**config.mk**
```make
export PLATFORM = sky130hd
export DESIGN_NAME = simple_spi_master
export DESIGN_NICKNAME = d
export VERILOG_FILES = /design/src/rtl/simple_spi_master.sv
export SDC_FILE = /design/constraint.sdc
export NUM_CORES = 1
export LEC_CHECK = 0
export BUFFER_PORTS_ARGS = -buffer_cell sky130_fd_sc_hd__clkbuf_2
export CAP_MARGIN = 20
export CORE_ASPECT_RATIO = 0.7
export CORE_MARGIN = 2
export CORE_UTILIZATION = 35
export DETAILED_ROUTE_END_ITERATION = 16
export PLACE_DENSITY_LB_ADDON = 0.12
export RECOVER_POWER = 25
export SYNTH_ARGS = -nofsm -noshare
export SYNTH_HDL_FRONTEND = slang
export SYNTH_SLANG_ARGS = --single-unit
```
**constraint.sdc**
```tcl
create_clock -name system_clk -period 4.5 [get_ports system_clk]
set_input_delay 0 -clock system_clk [delete_from_list [all_inputs] [get_ports system_clk]]
set_output_delay 0 -clock system_clk [all_outputs]
set_load 0.02 [all_outputs]
```
**src/rtl/simple_spi_master.sv**
```systemverilog
// SPI master, mode 0 (CPOL=0, CPHA=0), MSB first, one WIDTH-bit word per transaction.
// SCK half-period is CLKDIV system_clk cycles; MISO is sampled at the end of each high phase.
module simple_spi_master #(
   parameter int WIDTH  = 32,
   parameter int CLKDIV = 4
) (
   input  logic             system_clk,
   input  logic             reset,
   input  logic             start,
   input  logic [WIDTH-1:0] value_mosi,
   output logic [WIDTH-1:0] value_miso,
   output logic             busy,
   output logic             done,
   output logic             pin_ncs,
   output logic             pin_clk,
   output logic             pin_mosi,
   input  logic             pin_miso
);

   localparam int DW = (CLKDIV > 1) ? $clog2(CLKDIV) : 1;
   localparam int BW = $clog2(WIDTH + 1);
   localparam logic [DW-1:0] DIV_LAST = DW'(CLKDIV - 1);
   localparam logic [BW-1:0] BIT_LAST = BW'(WIDTH);

   typedef enum logic [2:0] {
      S_IDLE,
      S_SETUP,
      S_HIGH,
      S_LOW,
      S_GAP
   } state_t;

   state_t           state_q, state_d;
   logic [WIDTH-1:0] sr_q, sr_d;
   logic [WIDTH-1:0] rx_q, rx_d;
   logic [DW-1:0]    div_q, div_d;
   logic [BW-1:0]    bit_q, bit_d;
   logic             ncs_q, ncs_d;
   logic             sclk_q, sclk_d;
   logic             mosi_q, mosi_d;
   logic             busy_q, busy_d;
   logic             done_q, done_d;
   logic             div_last;

   assign div_last = (div_q == DIV_LAST);

   always_comb begin
      state_d = state_q;
      sr_d    = sr_q;
      rx_d    = rx_q;
      div_d   = '0;
      bit_d   = bit_q;
      ncs_d   = ncs_q;
      sclk_d  = sclk_q;
      busy_d  = busy_q;
      done_d  = 1'b0;
      if (state_q != S_IDLE && !div_last) begin
         div_d = div_q + DW'(1);
      end
      unique case (state_q)
         S_IDLE: begin
            if (start) begin
               sr_d    = value_mosi;
               ncs_d   = 1'b0;
               busy_d  = 1'b1;
               bit_d   = '0;
               state_d = S_SETUP;
            end
         end
         S_SETUP: begin
            if (div_last) begin
               sclk_d  = 1'b1;
               state_d = S_HIGH;
            end
         end
         S_HIGH: begin
            // Sampling at the end of high gives the slave nearly a full period to respond
            if (div_last) begin
               sr_d    = {sr_q[WIDTH-2:0], pin_miso};
               bit_d   = bit_q + BW'(1);
               sclk_d  = 1'b0;
               state_d = S_LOW;
            end
         end
         S_LOW: begin
            if (div_last) begin
               if (bit_q < BIT_LAST) begin
                  sclk_d  = 1'b1;
                  state_d = S_HIGH;
               end else begin
                  ncs_d   = 1'b1;
                  state_d = S_GAP;
               end
            end
         end
         S_GAP: begin
            if (div_last) begin
               rx_d    = sr_q;
               done_d  = 1'b1;
               busy_d  = 1'b0;
               state_d = S_IDLE;
            end
         end
         default: state_d = S_IDLE;
      endcase
      // MOSI is registered so it moves on the same edge as SCK falling / CS falling
      mosi_d = ncs_d ? 1'b0 : sr_d[WIDTH-1];
   end

   always_ff @(posedge system_clk or posedge reset) begin
      if (reset) begin
         state_q <= S_IDLE;
         sr_q    <= '0;
         rx_q    <= '0;
         div_q   <= '0;
         bit_q   <= '0;
         ncs_q   <= 1'b1;
         sclk_q  <= 1'b0;
         mosi_q  <= 1'b0;
         busy_q  <= 1'b0;
         done_q  <= 1'b0;
      end else begin
         state_q <= state_d;
         sr_q    <= sr_d;
         rx_q    <= rx_d;
         div_q   <= div_d;
         bit_q   <= bit_d;
         ncs_q   <= ncs_d;
         sclk_q  <= sclk_d;
         mosi_q  <= mosi_d;
         busy_q  <= busy_d;
         done_q  <= done_d;
      end
   end

   assign value_miso = rx_q;
   assign busy       = busy_q;
   assign done       = done_q;
   assign pin_ncs    = ncs_q;
   assign pin_clk    = sclk_q;
   assign pin_mosi   = mosi_q;

endmodule
```
* After elaboration in Yosys (flattened, before gate mapping)
Cells that the tools add are included.
** Storage, ports and cells
- Bits in latches :: 0
- Memories kept :: 0
- Input port bits :: 36
- Register bits :: 80
- RAM bits :: 0
- ROM bits :: 0
- Word-level logic and storage cells :: 65
** Cells by class
- $lt $le $gt $ge :: 1
- Divide/modulo/power cells :: 0
- $mul :: 0
- Reduce and logical (&&, ||, !) cells :: 12
- Equality and inequality tests :: 11
- Shift-type cells :: 0
- Bitwise gates (word level) :: 0
- Multiplexer cells :: 28
- Add/sub/neg operators :: 2
** Operator list (count)
- 2-to-1 mux 32 bit :: 2
- one-hot mux 32 bit (2 select lines) :: 1
- 2-to-1 mux 3 bit :: 6
- one-hot mux 3 bit (5 select lines) :: 1
- 2-to-1 mux 6 bit :: 2
- != test 2 bit (second input constant) :: 6
- one-hot mux 6 bit (2 select lines) :: 1
- 2-to-1 mux 1 bit :: 11
- AND reduction 5 bit :: 2
- adder 6 x 1 -> 6 bit (second input constant) :: 1
- equality test 3 x 2 -> 1 bit (second input constant) :: 2
- less-than comparator 6 bit (second input constant) :: 1
- AND reduction 3 bit :: 2
- nonzero test 3 bit :: 2
- one-hot mux 1 bit (2 select lines) :: 2
- nonzero test 2 bit :: 2
- equality test 3 x 1 -> 1 bit (second input constant) :: 1
- equality test 3 bit (second input constant) :: 1
- zero test 3 bit :: 1
- one-hot mux 1 bit (3 select lines) :: 1
- adder 2 x 1 -> 2 bit (second input constant) :: 1
- equality test 2 bit (second input constant) :: 1
- 2-to-1 mux 2 bit :: 1
- AND reduction 2 bit :: 1
- 2 further kinds :: 2

* Logic depth before layout (Yosys ltp)
Gate-level depths: netlist (run 1).
- Depth after elaboration :: 5
- Depth in mapped cells :: 6
- Depth with buffers taken out :: 5

* Worst setup path after synthesis (run 1)
OpenSTA, ideal clock, no wires.
- Path kind :: reg2reg
- From :: register state_q[0]
- To :: register rx_q[0] (netlist: value_miso[0])
- Period minus slack after synthesis :: 1.469 ns
- Data arrival time :: 1.344 ns
- Stages on the path, launching flop included :: 7
- Slack :: 3.031 ns
- Path through :: dfrtp_1 buf_4 nor2_1 and3_1 buf_6 buf_6 mux2_4
** Between the ends
- Word-level cells in the longest chain between the ends :: 2
** Ends and longest elaborated chain
- start: declaration :: line 33 : state_t state_q, state_d;
- start signal: assignment :: line 123 : state_q <= state_d;
- equality test 3 bit :: line 60 : unique case (state_q)
- AND reduction 2 bit (no source line)
- end signal: assignment :: line 125 : rx_q <= rx_d;
- end: declaration :: line 35 : logic [WIDTH-1:0] rx_q, rx_d;
No other way between the ends.
A chain may end at the register's enable or synchronous reset.

* Worst setup path in the final report (run 1)
- From :: register state_q[1]
- To :: register sr_q[0]
** Between the ends
- Word-level cells in the longest chain between the ends :: 3
** Ends and longest elaborated chain
- equality test 3 x 2 -> 1 bit / zero test 3 bit (equally long branches) :: line 60
- != test 2 bit (no source line) / nonzero test 2 bit (equally long branches)
- AND reduction 3 bit (no source line)
- end signal: assignment :: line 124 : sr_q <= sr_d;
- end: declaration :: line 34 : logic [WIDTH-1:0] sr_q, sr_d;
Several ways; a longest one is shown, not always the timed one.

==> impl_metrics.toml, run 1 <==
[outcome]
status = "finished with violations"
violations = "capacitance limit, slew limit"

[timing]
rsz0062_at_grt = "no"
relSlewSlack_pct = -12.6
setup_viol = 0
max_freq_mhz = 364
finalSetupTns_ns = 0
period_needed_ns = 2.75
hold_viol = 0
max_slew.worst_pin.slew_ns = 1.69
skew_ns = 0.00368
drv_slew = 68
finalCritPeriodShare_pct = 61.1

[setup_path]
cpPeakStageDelay_ns = 0.95
critPathKind = "reg -> reg"
start_kind = "flop"
critical_path_arrival_ns = 3.02
end_kind = "flop"
crit_required_ns = 4.77
cp_max_fo = 20
cp_cell_sequence = "nor4b_4, buf_4, a22oi_1, dlygate4sd3_1, nand2_1"
crit_start = "state_q[1]$_DFFE_PP0P_"
r2r_start = "state_q[1]$_DFFE_PP0P_"
crit_slowest_cell = "nor4b_4"

[detailed_routing]
wirelength_um = 7320
vias = 2404
wl_met3_um = 454
route.detailed.drc = 0
top_layer_used = "met4"
dr.pass1.iters = 4
post_drt_wl_per_cell_um = 14.1
drtIter0Drc = 127
met2_length_um = 3050
drt-met1-wl_um = 3700
routed_via_density = 4.64
ant_nets = 0

[logic_synthesis]
async_reset_ff_share_pct = 100
ys_seq_area_share_pct = 58.3
synth.distinct_cells = 32
ys.warnings.count = 0
syn-cell-area_um2 = 3430
syn_inst = 283
syn_avg_cell_area_um2 = 12.1
synth_flop_cell = "dfrtp_1"
synth_nets = 321
ys_seq_elements = 80
synth_edf_count = 0

[clock_network]
clk_path_buf_depth = 2
clock_latency_ns = 0.33
cts_sinks = 80
ctsHtreeMaxLevel = 3
clk_pin_slew_worst_paths_ns = 0.06
cts_root_buf = "clkbuf_16"
cts_setup_buffers = 0
cts_buffers = 9
cts_tree = "built"

[global_routing]
antenna_found_initial = 0
grt-ovfl-total = 0
grt_pass1_vias = 2287
grt_max_degree = 81
grt_first_pass_wirelength_um = 12000
track_usage_pct = 15.1

[floorplanning]
core_um2 = 9610
io_pins = 73
rows = 30
dieWidth_um = 122
fp.dieH_um = 86.9
start_util_pct = 35.7
die_area_um2 = 10600

[layout]
postLayoutCoreUtil_pct = 47.1
nets = 423
syn_to_final_growth_pct = 31.8
fin_cells = 518
antenna_cells = 0
drive_gt1_share_pct = 33.1
stdcell_area_um2 = 4520

[placed_design]
port_buffers = 72
dp_cells = 466
gp_congestion = 0.698
hpwl_um = 4510
placed_area_um2 = 3830

[min_path]
hold_start = "start"
hp-class = "in -> reg"

[power]
p_total_mw = 2.31
max-vdd-ir-drop_mv = 0.171
p_leak_nw = 2.29
powerDensity_nw_per_um2 = 510

[job]
cap_violations = 1
==> path summary, 6_finish.rpt <==
| check | slack, ns | endpoint | depth (start not counted) |
|---|---|---|---|
| max reg2reg | 1.75 | sr_q[0]$_DFFE_PP0P_ | 5 |
| max in group asynchronous | 1.99 | value_miso[16]$_DFFE_PP0P_ | 5 |
| min in group asynchronous | 0.40 | value_miso[11]$_DFFE_PP0P_ | 4 |
| min reg2reg | 0.44 | div_q[0]$_DFF_PP0_ | 1 |
| max | 1.75 | sr_q[0]$_DFFE_PP0P_ | 5 |
| min | 0.10 | state_q[0]$_DFFE_PP0P_ | 5 |
==> per-stage QoR <==
stage          setup WS (ns)  hold slack (ns)
6_report                1.75            0.103
4_1_cts                 1.74          0.00990
3_3_place_gp            2.16            0.229
3_5_place_dp            2.10            0.242
5_1_grt                 1.50            0.140
2_1_floorplan           2.45            0.128
==> synthesized netlist by cell type (all sizes together) (2+ instances only) <==
library cell	count	area (µm²)
xor2	3	26.3
dfrtp	79	1980
nor3	2	10.0
nand2	70	263
ha	2	25.0
inv	4	15.0
nand4	2	12.5
mux2	33	477
a22oi	31	233
o21ai	5	25.0
nor2	12	47.6
a21oi	3	15.0
clkbuf	2	7.51
buf	17	136
and3	2	12.5
nand3	4	20.0
==> report_power, final <==
part / total [mW] / switching [mW] / internal, mW
clock: 0.778 / 0.279 / 0.500
combinational: 0.448 / 0.249 / 0.199
sequential: 1.08 / 0.167 / 0.912
total: 2.31 / 0.695 / 1.61
==> cell type report <==
cell class	instances	area, µm²
well taps	128	160
repair buffers	110	744
clock inverters	5	80.1
multi-input cells	180	1280
inverters	4	16.3
clock buffers	11	243
fillers	912	5080
flip-flops and latches	80	2000
==> worst max-delay path: cells and delay by family, from the launching register on <==
kind            cells  cell delay [ns]
simple gates        2             1.01
compound gates      1             0.13
flops               1             0.52
buf+inv             2             1.01
==> layer usage <==
layer	global-route usage, %	vias up
li1	-	1179
met1	21.6	1142
met2	20.7	75
met3	5.56	8
met4	5.54	0
met5	0	-
==> logic make-up (layout without fill, tap and decap cells) <==
family,Yosys count,in the layout,synth area share (%)
buf+inv,23,130,4.63
simple gates,97,97,12.4
mux,33,33,13.9
xor+xnor,4,4,1.02
compound gates,44,44,9.04
fa+ha+maj,2,2,0.729
flops,80,80,58.3
==> cells in the final DEF, fill, tap and decap left out, types with 3 or more instances in the layout <==
master         count
mux2_4            28
dlygate4sd3_1     34
nand2_1           70
dfrtp_1           79
inv_1              3
a22oi_1           31
nor2_1            11
mux2_2             5
o21ai_0            5
a21oi_1            3
clkbuf_16          9
nand3_1            4
clkbuf_2          73
xor2_1             3
==> what timing repair did <==
item                                   CTS  global route
resized for setup                        0             0
hold buffers                            33             1
endpoints found under the hold margin   33            13
==> flip-flops by register name, summed over array words and instances, names as in the netlist, 2 cells and up <==
name and flops:
state_q 3, value_miso 32, div_q 2, bit_q 6, sr_q 32
No activity file was read; power rests on OpenSTA's default activity.
==> run 2: changes to the inputs <==
ABC_AREA = 1   (was not set)
clock period = 2.7 ns   (was 4.5 ns; I/O delays follow)
==> impl_metrics.toml, run 2 <==
[clock_network]
cts_buffers = 9
cts_root_buf = "clkbuf_16"
cts_resized = 0
cts_setup_buffers = 0
clk_pin_slew_worst_paths_ns = 0.06
ctsHtreeMaxLevel = 3
clk_path_buf_depth = 2
clock_latency_ns = 0.33
cts_tree = "built"
ctsHoldBuffers = 33
cts_sinks = 80

[layout]
drive_gt1_share_pct = 27.2
final_common_cell = "nand2_1"
final.fill_count = 976
nets = 518
antenna_cells = 0
syn_to_final_growth_pct = 27.5
final_cell_mix = "nand2_1, dfrtp_1, clkbuf_2, inv_1, dlygate4sd3_1"

[floorplanning]
core_um2 = 9830
rows = 30
io_pins = 73
start_util_pct = 36.5
dieWidth_um = 125
die_area_um2 = 11100
fp.dieH_um = 88.7

[logic_synthesis]
ys.warnings.count = 0
synth_nets = 415
syn-cell-area_um2 = 3580
synth.distinct_cells = 26
ys_seq_area_share_pct = 55.9
synth.most_common_cell = "nand2_1"
synth.area.top_cells = "dfrtp_1, nand2_1, o211ai_2"
synth_flop_cell = "dfrtp_1"
syn_inst = 377
ys_seq_elements = 80
syn_avg_cell_area_um2 = 9.51
synthTopCellsByCount = "nand2_1, dfrtp_1, inv_1, o211ai_2, o21ai_1"
async_reset_ff_share_pct = 100
synth_edf_count = 0
synth_top_area_cell = "dfrtp_1"
synth.top_cell.area_share_pct = 55.1

[timing]
finalSetupTns_ns = 0
hold_slack_ns = 0.0225
max_slew.worst_pin.slew_ns = 1.93
finalCritPeriodShare_pct = 90.3
relSlewSlack_pct = -28.4
setup_viol = 0
hold_viol = 0
rsz0062_at_grt = "no"
max_freq_mhz = 410
period_needed_ns = 2.44
drv_slew = 79
skew_ns = 0.00509

[setup_path]
crit_required_ns = 2.97
cpPeakStageDelay_ns = 0.56
start_kind = "flop"
cp_top_family = "buffers and inverters"
cp_cell_sequence = "ha_1, nand3_1, inv_1, buf_4, nand2_1, o211ai_2, dlygate4sd3_1"
critPathKind = "reg -> reg"
crit_buf_inv = 3
crit_slowest_cell = "dlygate4sd3_1"
critical_path_arrival_ns = 2.71
cp_max_fo = 17
end_kind = "flop"

[power]
p_leak_nw = 2.25
comb_power_share_pct = 4.2
powerDensity_nw_per_um2 = 516
p_int_mw = 1.86
p_switching_uw = 496
p_sw_share_pct = 21.0
max-vdd-ir-drop_mv = 0.338
p_clk_share_pct = 44.7
pwr-share-seq_pct = 51.2

[detailed_routing]
post_drt_wl_per_cell_um = 13.0
wirelength_um = 7930
dr.pass1.iters = 4
route.detailed.drc = 0
routed_via_density = 4.58
vias = 2794
ant_nets = 0
drtIter0Drc = 131

[job]
cap_violations = 1

[global_routing]
grt_max_degree = 79
grt-busiest-layer = "met1"
grt_pass1_vias = 2735
use_met3_pct = 5.02
grt_first_pass_wirelength_um = 13600
track_usage_pct = 15.6
antenna_found_initial = 0
met1_usage_pct = 22.6
grt-ovfl-total = 0
met2_usage_pct = 22.4

[outcome]
status = "finished with violations"
violations = "capacitance limit, slew limit"

[placed_design]
gp_congestion = 0.808
hpwl_um = 5330
port_buffers = 72

[min_path]
hp-class = "in -> reg"
[run 2: cell count changes after synthesis, moves of 5 or more]
| cell | delta |
|---|---|
| a22oi_1 | -31 |
| o211ai_1 | +11 |
| nand3_1 | +6 |
| nor2_1 | -7 |
| o21ai_1 | +17 |
| inv_1 | +43 |
| nand2_1 | +57 |
| mux2_2 | -5 |
| o211ai_2 | +19 |
| mux2_4 | -28 |
| o21ai_2 | +14 |
[run 2: layer usage]
metal | share of wire, % | routed length (µm)
met5 | 0 | 0
met2 | 41 | 3290
met3 | 5.6 | 441
met1 | 52 | 4140
met4 | 0.74 | 59
[run 2: final timing paths]
kind / start / end / slack, ns / depth (start not counted)
min in group asynchronous: reset / value_miso[13]$_DFFE_PP0P_ / 0.07 / 3
max reg2reg: div_q[0]$_DFF_PP0_ / sr_q[0]$_DFFE_PP0P_ / 0.26 / 7
min: start / busy$_DFFE_PP0P_ / 0.02 / 3
max: div_q[0]$_DFF_PP0_ / sr_q[0]$_DFFE_PP0P_ / 0.26 / 7
min reg2reg: div_q[0]$_DFF_PP0_ / div_q[0]$_DFF_PP0_ / 0.44 / 1
max in group asynchronous: reset / bit_q[0]$_DFFE_PP0P_ / 0.58 / 4
[run 2: stage by stage]
stage	cell area [µm²]	utilization (%)	std cells	setup slack, ns	power, mW
after floorplan	3580	-	377	0.650	1.25
after global placement	4010	40.8	564	0.777	1.30
after detailed placement	4010	40.8	564	0.750	1.30
after CTS	4590	46.6	610	0.263	2.40
after global routing	4570	46.5	610	0.0316	2.47
final	4570	46.5	610	0.262	2.36
[run 2: area by class of cell]
cell class	count	area, µm²	area share (%)
clock buffer	11	233	5.09
timing repair buffer	111	732	16.0
clock inverter	2	10.0	0.219
inverter	49	185	4.05
multi-input combinational	229	1250	27.3
tap	128	160	3.50
sequential	80	2000	43.8
[run 2: worst min-delay path, stage by stage]
cell and delay, ns:
clkbuf_2 0.12, nand3_2 0.13, nand2_1 0.06
[run 2: cells by family after synthesis]
| group | count (synthesis) | synth area share [%] |
|---|---|---|
| AOI/OAI and AO/OA | 72 | 16.3 |
| adders and majority gates | 2 | 0.698 |
| buffers and inverters | 68 | 9.39 |
| DFF | 80 | 55.9 |
| and+or+nand+nor | 155 | 17.7 |
[run 2: power groups by stage]
| stage | Sequential (mW) | Combinational (mW) | Clock [mW] |
|---|---|---|---|
| detailed placement | 1.23 | 0.0676 | 0 |
| finish | 1.21 | 0.0980 | 1.05 |
| floorplan | 1.23 | 0.0273 | 0 |
| CTS | 1.21 | 0.105 | 1.09 |
| global placement | 1.23 | 0.0675 | 0 |
| global route | 1.21 | 0.111 | 1.15 |
==> run 3: changes to the inputs <==
CORE_ASPECT_RATIO = not set   (was 0.7)
clock period = 2.65 ns   (was 2.7 ns; I/O delays follow)
==> impl_metrics.toml, run 3 (synthesis results as in run 2) <==
[setup_path]
end_kind = "flop"
cp_max_fo = 16
start_kind = "flop"
critical_path_arrival_ns = 2.44
crit_start = "div_q[0]$_DFF_PP0_"
r2r_start = "div_q[0]$_DFF_PP0_"
crit_required_ns = 2.94
critPathKind = "reg -> reg"

[floorplanning]
io_pins = 73
start_util_pct = 36.3
fp.dieH_um = 105
dieWidth_um = 105
die_area_um2 = 11100
core_um2 = 9860
rows = 36

[detailed_routing]
ant_nets = 0
wirelength_um = 7800
dr.pass1.iters = 5
drtIter0Drc = 110
routed_via_density = 4.54
post_drt_wl_per_cell_um = 12.6
vias = 2810
route.detailed.drc = 0

[clock_network]
ctsHoldBuffers = 35
clk_path_buf_depth = 2
clk_pin_slew_worst_paths_ns = 0.08
cts_resized = 0
cts_setup_buffers = 0
clock_latency_ns = 0.36
cts_tree = "built"
cts_buffers = 9
cts_sinks = 80
ctsHtreeMaxLevel = 3
cts_root_buf = "clkbuf_8"

[global_routing]
antenna_found_initial = 0
grt_pass1_vias = 2821
grt-ovfl-total = 0
track_usage_pct = 15.3
grt_max_degree = 81
grt_first_pass_wirelength_um = 13400

[timing]
rsz0062_at_grt = "no"
finalSetupTns_ns = 0
finalCritPeriodShare_pct = 81.0
hold_viol = 0
hold_slack_ns = 0.394
setup_slack_ns = 0.502
setup_viol = 0
skew_ns = 0.0144
drv_slew = 81
max_freq_mhz = 466
max_slew.worst_pin.slew_ns = 2.01
period_needed_ns = 2.15
relSlewSlack_pct = -34.1

[outcome]
status = "finished with violations"
violations = "capacitance limit, slew limit"

[min_path]
hold_start = "value_mosi[2]"
hp-class = "in -> reg"

[power]
max-vdd-ir-drop_mv = 0.195
p_leak_nw = 2.23
powerDensity_nw_per_um2 = 473

[layout]
nets = 520
drive_gt1_share_pct = 27.8
antenna_cells = 0
final_common_cell = "nand2_1"
syn_to_final_growth_pct = 26.6
final_cell_mix = "nand2_1, dfrtp_1, clkbuf_2, inv_1, dlygate4sd3_1"
final.fill_count = 984

[job]
cap_violations = 1

[placed_design]
port_buffers = 72
hpwl_um = 5220
gp_congestion = 0.814
place_ws_ns = 0.756
==> run 3: worst paths after layout <==
check	end	slack (ns)	cells past startpoint
max in group asynchronous	bit_q[1]$_DFFE_PP0P_	0.58	4
setup / recovery	sr_q[0]$_DFFE_PP0P_	0.50	6
hold / removal	sr_q[2]$_DFFE_PP0P_	0.39	4
min in group asynchronous	value_miso[16]$_DFFE_PP0P_	0.89	4
hold reg to reg	div_q[0]$_DFF_PP0_	0.44	1
setup reg to reg	sr_q[0]$_DFFE_PP0P_	0.50	6
==> run 3: metrics by stage <==
step	utilization (%)	instances	total power, mW	instance area [µm²]
2_1_floorplan	-	377	1.28	3580
4_1_cts	46.2	619	2.19	4550
3_3_place_gp	40.9	569	1.32	4030
5_1_grt	46.0	619	2.24	4540
3_5_place_dp	40.9	569	1.32	4030
6_report	46.0	619	2.14	4540
==> run 3: critical path, stage by stage, from the launching register on <==
cell,delay [ns]
dfrtp_1,0.36
ha_1,0.32
nand3_1,0.18
inv_1,0.45
nand2_1,0.13
o211ai_2,0.09
dlygate4sd3_1,0.55
==> run 3: layer usage <==
layer,part of all wire [%],GRT usage [%]
met1,49,20.5
met2,45,23.4
met3,4.1,4.43
met4,1.6,5.81
met5,0,0
==> run 3: cell type report <==
cell class	count	area (µm²)	share of cell area, %
multi-input cells	229	1250	27.5
clock inverters	5	33.8	0.744
flip-flops and latches	80	2000	44.1
clock buffers	10	138	3.03
well taps	133	166	3.67
repair buffers	113	764	16.8
inverters	49	185	4.08
==> run 3: report_power, final <==
| part | internal (mW) | switching (mW) | total (mW) |
|---|---|---|---|
| sequential | 1.22 | 0.00219 | 1.23 |
| combinational | 0.0571 | 0.0472 | 0.104 |
| clock | 0.359 | 0.455 | 0.814 |
| total | 1.64 | 0.504 | 2.14 |
